**src/rtl/ldm_stm_sequencer.sv**
```systemverilog
// Decode-stage sequencer that expands ARM LDM/STM block transfers into single-register
// LDR/STR immediate micro-ops plus an optional base-writeback ADD/SUB.
module ldm_stm_sequencer (
    input  logic        clk,
    input  logic        reset,
    input  logic [31:0] InstrD,
    input  logic        StallD,
    input  logic        FlushD,
    output logic [31:0] UopInstrD,
    output logic        StallFuop,
    output logic        UopBusyD,
    output logic        UopLastD,
    output logic        LDMSTMforwardD,
    output logic        doNotUpdateFlagD
);
    typedef enum logic [1:0] {IDLE, SEQ, WB, PCLD} seqState_t;

    localparam logic [31:0] NopInstr = 32'hE1A00000;

    seqState_t   state, nextState;
    logic [15:0] remMaskQ, listQ;
    logic [3:0]  condQ, rnQ;
    logic        pQ, uQ, lQ, wbEnQ;

    function automatic logic [4:0] popCount(input logic [15:0] v);
        logic [4:0] c;
        c = '0;
        for (int i = 0; i < 16; i++) c = c + {4'b0000, v[i]};
        return c;
    endfunction

    function automatic logic [3:0] lowestSet(input logic [15:0] v);
        logic [3:0] r;
        r = '0;
        for (int i = 15; i >= 0; i--) if (v[i]) r = 4'(i);
        return r;
    endfunction

    logic        isBusy, emitReg, emitWb, emitPc, more;
    logic [3:0]  cond, rn, rd, rdSel;
    logic        p, u, l, wbEn;
    logic [15:0] list, remMask, regFilter, regMask, lowMask, nextMask;
    logic [4:0]  n;
    logic [7:0]  n4;
    logic [8:0]  rank4, off, absOff;

    // In IDLE the first micro-op is decoded straight from InstrD; afterwards from latched fields.
    always_comb begin
        if (state == IDLE) begin
            cond    = InstrD[31:28];
            p       = InstrD[24];
            u       = InstrD[23];
            l       = InstrD[20];
            rn      = InstrD[19:16];
            list    = InstrD[15:0];
            remMask = InstrD[15:0];
            wbEn    = InstrD[21] & ~(InstrD[20] & list[rn]);
            isBusy  = (InstrD[27:25] == 3'b100);
        end else begin
            cond    = condQ;
            p       = pQ;
            u       = uQ;
            l       = lQ;
            rn      = rnQ;
            list    = listQ;
            remMask = remMaskQ;
            wbEn    = wbEnQ;
            isBusy  = 1'b1;
        end
    end

    always_comb begin
        n         = popCount(list);
        n4        = {1'b0, n, 2'b00};
        // Loads hold back Rn and r15; Rn goes last among registers, r15 after writeback.
        regFilter = l ? 16'h7FFF : 16'hFFFF;
        regMask   = remMask & regFilter;
        lowMask   = l ? (regMask & ~(16'h1 << rn)) : regMask;
        rdSel     = (lowMask != '0) ? lowestSet(lowMask) : rn;
        emitReg   = (state == IDLE || state == SEQ) && (regMask != '0);
        emitWb    = (state == WB) || (state == IDLE && regMask == '0 && list != '0 && wbEn);
        emitPc    = (state == PCLD) || (state == IDLE && regMask == '0 && list != '0 && !wbEn);
        rd        = emitPc ? 4'd15 : rdSel;
        nextMask  = emitReg ? (remMask & ~(16'h1 << rdSel)) : remMask;

        nextState = IDLE;
        more      = 1'b0;
        if (emitReg && (nextMask & regFilter) != '0) begin
            nextState = SEQ;
            more      = 1'b1;
        end else if (emitReg && wbEn) begin
            nextState = WB;
            more      = 1'b1;
        end else if (!emitPc && l && nextMask[15]) begin
            nextState = PCLD;
            more      = 1'b1;
        end

        rank4 = {2'b00, popCount(list & ((16'h1 << rd) - 16'h1)), 2'b00};
        case ({p, u})
            2'b01:   off = rank4;
            2'b11:   off = rank4 + 9'd4;
            2'b00:   off = rank4 - {1'b0, n4} + 9'd4;
            default: off = rank4 - {1'b0, n4};
        endcase
        // A PC load issued after writeback addresses relative to the already-updated base.
        if (emitPc && wbEn) off = u ? (off - {1'b0, n4}) : (off + {1'b0, n4});
        absOff = off[8] ? (9'd0 - off) : off;
    end

    always_comb begin
        UopBusyD         = isBusy;
        UopLastD         = isBusy & ~more;
        StallFuop        = isBusy & more;
        LDMSTMforwardD   = isBusy;
        doNotUpdateFlagD = isBusy;
        if (!isBusy)
            UopInstrD = InstrD;
        else if (list == '0)
            UopInstrD = NopInstr;
        else if (emitWb)
            UopInstrD = {cond, 3'b001, u ? 4'b0100 : 4'b0010, 1'b0, rn, rn, 4'b0000, n4};
        else
            UopInstrD = {cond, 3'b010, 1'b1, ~off[8], 1'b0, 1'b0, l, rn, rd, 3'b000, absOff};
    end

    // NOTE: only state and the remaining mask are reset; the latched fields are read
    // only outside IDLE and are always rewritten on the IDLE exit edge.
    always_ff @(posedge clk) begin
        if (!reset || FlushD) begin
            state    <= IDLE;
            remMaskQ <= '0;
        end else if (!StallD && isBusy) begin
            if (more) begin
                state    <= nextState;
                remMaskQ <= nextMask;
                if (state == IDLE) begin
                    condQ <= cond;
                    pQ    <= p;
                    uQ    <= u;
                    lQ    <= l;
                    rnQ   <= rn;
                    listQ <= list;
                    wbEnQ <= wbEn;
                end
            end else begin
                state    <= IDLE;
                remMaskQ <= '0;
            end
        end
    end
endmodule
```
**config.mk**
```make
export PLATFORM = sky130hd
export DESIGN_NAME = ldm_stm_sequencer
export DESIGN_NICKNAME = d
export VERILOG_FILES = /design/src/rtl/ldm_stm_sequencer.sv
export SDC_FILE = /design/constraint.sdc
export NUM_CORES = 1
export LEC_CHECK = 0
export CAP_MARGIN = 20
export CELL_PAD_IN_SITES_DETAIL_PLACEMENT = 1
export CELL_PAD_IN_SITES_GLOBAL_PLACEMENT = 2
export CORE_UTILIZATION = 37
export DETAILED_ROUTE_END_ITERATION = 8
export PLACE_DENSITY_LB_ADDON = 0.1
export SLEW_MARGIN = 40
export SYNTH_ARGS = -nofsm -noshare
export SYNTH_HDL_FRONTEND = slang
export SYNTH_SLANG_ARGS = --single-unit
```
**constraint.sdc**
```tcl
create_clock -name clk -period 21.6 [get_ports clk]
set_input_delay 4.32 -clock clk [delete_from_list [all_inputs] [get_ports clk]]
set_output_delay 4.32 -clock clk [all_outputs]
set_load 0.01 [all_outputs]
```
==> impl_metrics.csv <==
group,metric,value,unit
status,outcome,"finished clean",
die,die_height,131,um
die,die_x,131,um
yosys,yosys_warnings,0,
power,power.share.combinational,0.819,
route,remaining_drc_errors,0,
placed_design,placed_cells,1036,
sta,worst_pin_slew,803,ps
cts,cts_tree,"built",
yosys,ys_ff_latch,46,
yosys,synth_compound_gate_area_share,0.288,
yosys,synth_top_family_by_area,"compound AO/OA/AOI/OAI gates",
route,drt_wl_total,24.4,mm
cts,clk_latency,300,ps
global_routing,antenna_found_initial,0,
die,dieArea,17000,um2
yosys,synth.mux.area_fraction,0.0528,
die,core,16000,um2
sta,worst_slew_margin_rel,0.449,
yosys,syn_area_per_cell,7.91,um2
global_routing,grt_pass1_wl,37.4,mm
route,ant_nets,0,
global_routing,grt_max_degree,45,
route,drt_iter0_drc,397,
finish,fin_cells,1044,
min_path,min_path_type,"flop to flop",
critical_path,cp_common_cell,"fa_1",
global_routing,grt_pass1_vias,6572,
sta,drv_slew,0,
critical_path,cp.arrival,15660,ps
yosys,synth_fa_ha_area_frac,0.127,
finish,drive_gt1_frac,0.0676,
finish,nNetsFinal,911,
yosys,async_flop_share,0,
yosys,synth.distinct_cells,88,
sta,rsz0062_at_grt,"no",
sta,finalHoldViolations,0,
finish,area_delta_synth_final,18.3,%
power,swShare,0.512,
yosys,synth-main-ff-cell,"edfxtp_1",
power,intPower,0.484,mW
sta,setup_viol,0,
cts,cts.sinks,46,
critical_path,cp_slowest_cell,"a21oi_1",
cts,clkTransAtPathRegs,80,ps
route,vias_per_cell,6.27,
critical_path,endpoint_kind,"output pin",
die,row_count,46,
die,start_util,0.382,
yosys,syn-instance-count,773,
sta,min_period,19980,ps
power,p_leak,2.94,nW
yosys,synth_xor_area_frac,0.0409,
critical_path,cp.required,17280,ps
sta,fmax,50.1,MHz
yosys,syn_nets,857,
die,io_pins,73,
critical_path,cp_slowest_stage_delay,680,ps
route,dr.pass1.iters,4,
route,routed-via-count,6548,
route,wire_per_inst,23.4,um
sta,clock_skew,11.4,ps
finish,diodes,0,
flow_run,maxCapViolCount,0,
power,clkPwrFrac,0.086,
sta,setup_tns,0,ps
cts,cts_resized,0,
cts,clockRootBuffer,"clkbuf_16",
finish,fin_util,0.452,
yosys,yosysSeqAreaShare,0.196,
cts,ctsHoldBuffers,0,
critical_path,crit_path_start_kind,"input pin",
critical_path,path_delay_family,"adder cells",
cts,cts_buffer_depth,2,
global_routing,grt_use_total,0.292,
power,power.switching,0.509,mW
yosys,yosys.area_share.simple,0.231,
power,seqPwrFrac,0.096,
placed_design,place.gp.congestion,0.887,
global_routing,gr-total-overflow,0,
power,ir_drop,171,uV
critical_path,cp_num_buf_inv,4,
critical_path,cp_max_fo,14,
yosys,synth-edff-count,28,
placed_design,numPortBuffers,72,
critical_path,timing_worst_setup_path_type,"input pin to output pin",
cts,numCtsBuffers,5,
cts,post-cts-setup-buffer-count,0,
yosys,synth_area,6110,um2
cts,htree_levels,2,
placed_design,dp_slack,1900,ps
sta,setup_ws,1620,ps
power,power_density,137,nW/um2
placed_design,hpwl,19.6,mm
sta,period_share,0.925,
==> final timing paths <==
kind         cells past startpoint  slack, ps   startpoint           end
min                              2        480  remMaskQ[9]   remMaskQ[9]
max reg2reg                     14      15170     state[0]     listQ[13]
max                             38       1620    InstrD[6]  UopInstrD[5]
min reg2reg                      2        480  remMaskQ[9]   remMaskQ[9]
==> tightest hold or removal path, stage by stage, from the launching register on <==
cell and delay [ps]:
dfxtp_1 320, nand2_1 60, a21oi_1 50
==> per-stage QoR <==
| step | cell area [um2] | hold slack, ps | power (mW) |
|---|---|---|---|
| 2_1_floorplan | 6110 | 432 | 0.693 |
| 3_3_place_gp | 7030 | 455 | 0.857 |
| 3_5_place_dp | 7060 | 462 | 0.896 |
| 4_1_cts | 7220 | 473 | 0.987 |
| 5_1_grt | 7230 | 527 | 1.08 |
| 6_report | 7230 | 477 | 0.993 |
==> layout by cell type, fill, tap and decap left out, drive strengths merged, types with 13 or more instances in the layout <==
master / instances
a21o: 18
a21oi: 62
a31oi: 13
buf: 13
clkdlybuf4s50: 72
dfxtp: 18
edfxtp: 28
fa: 22
ha: 26
inv: 53
mux2i: 21
nand2: 101
nand2b: 13
nand3: 15
nor2: 54
nor3: 16
nor3b: 14
o21ai: 37
xnor2: 16
==> cell families (layout without fill, tap and decap cells) <==
| group | Yosys count | after routing |
|---|---|---|
| and+or+nand+nor | 283 | 283 |
| xor gates and xnor gates | 27 | 27 |
| buffers and inverters | 91 | 146 |
| adders and majority gates | 49 | 49 |
| DFF | 46 | 46 |
| muxes | 27 | 27 |
| other | 1 | 1 |
| AOI/OAI and AO/OA | 249 | 249 |
==> routing by layer <==
metal  share of wire  GRT usage  vias up
met5               0          0        -
met4           0.025      0.101        0
met3           0.057     0.0379       42
met2            0.46      0.474      235
met1            0.45      0.399     3292
li1                -          -     2979
==> state kept, by name, summed over array words and instances, names as in the netlist <==
register,flops
state,2
listQ,16
condQ,4
wbEnQ,1
rnQ,4
uQ,1
pQ,1
lQ,1
remMaskQ,16
==> synthesized netlist by cell type, types with 18 or more instances <==
library cell    n  area, um2
ha_1           26        325
nand2_1       101        379
mux2i_1        21        210
fa_1           22        440
a21oi_1        60        300
nor2_1         54        203
dfxtp_1        18        360
o21ai_0        32        160
inv_1          51        191
a21o_1         18        135
edfxtp_1       28        841
clkbuf_1       19       71.3
==> power by group through the flow <==
stage                     clock (mW)  combinational, mW  sequential (mW)
final                         0.0851              0.813           0.0949
after global routing          0.0886              0.893           0.0950
after CTS                     0.0861              0.806           0.0949
after detailed placement           0              0.799           0.0969
after global placement             0              0.760           0.0969
after floorplan                    0              0.596           0.0966
==> layout make-up <==
cell class	instances	area, um2
tap	216	270
sequential	46	1200
fill	1988	8770
multi-input combinational	636	4580
clock buffer	5	125
timing repair buffer	85	826
inverter	53	199
clock inverter	3	28.8
Power figures use the tool's default switching activity.
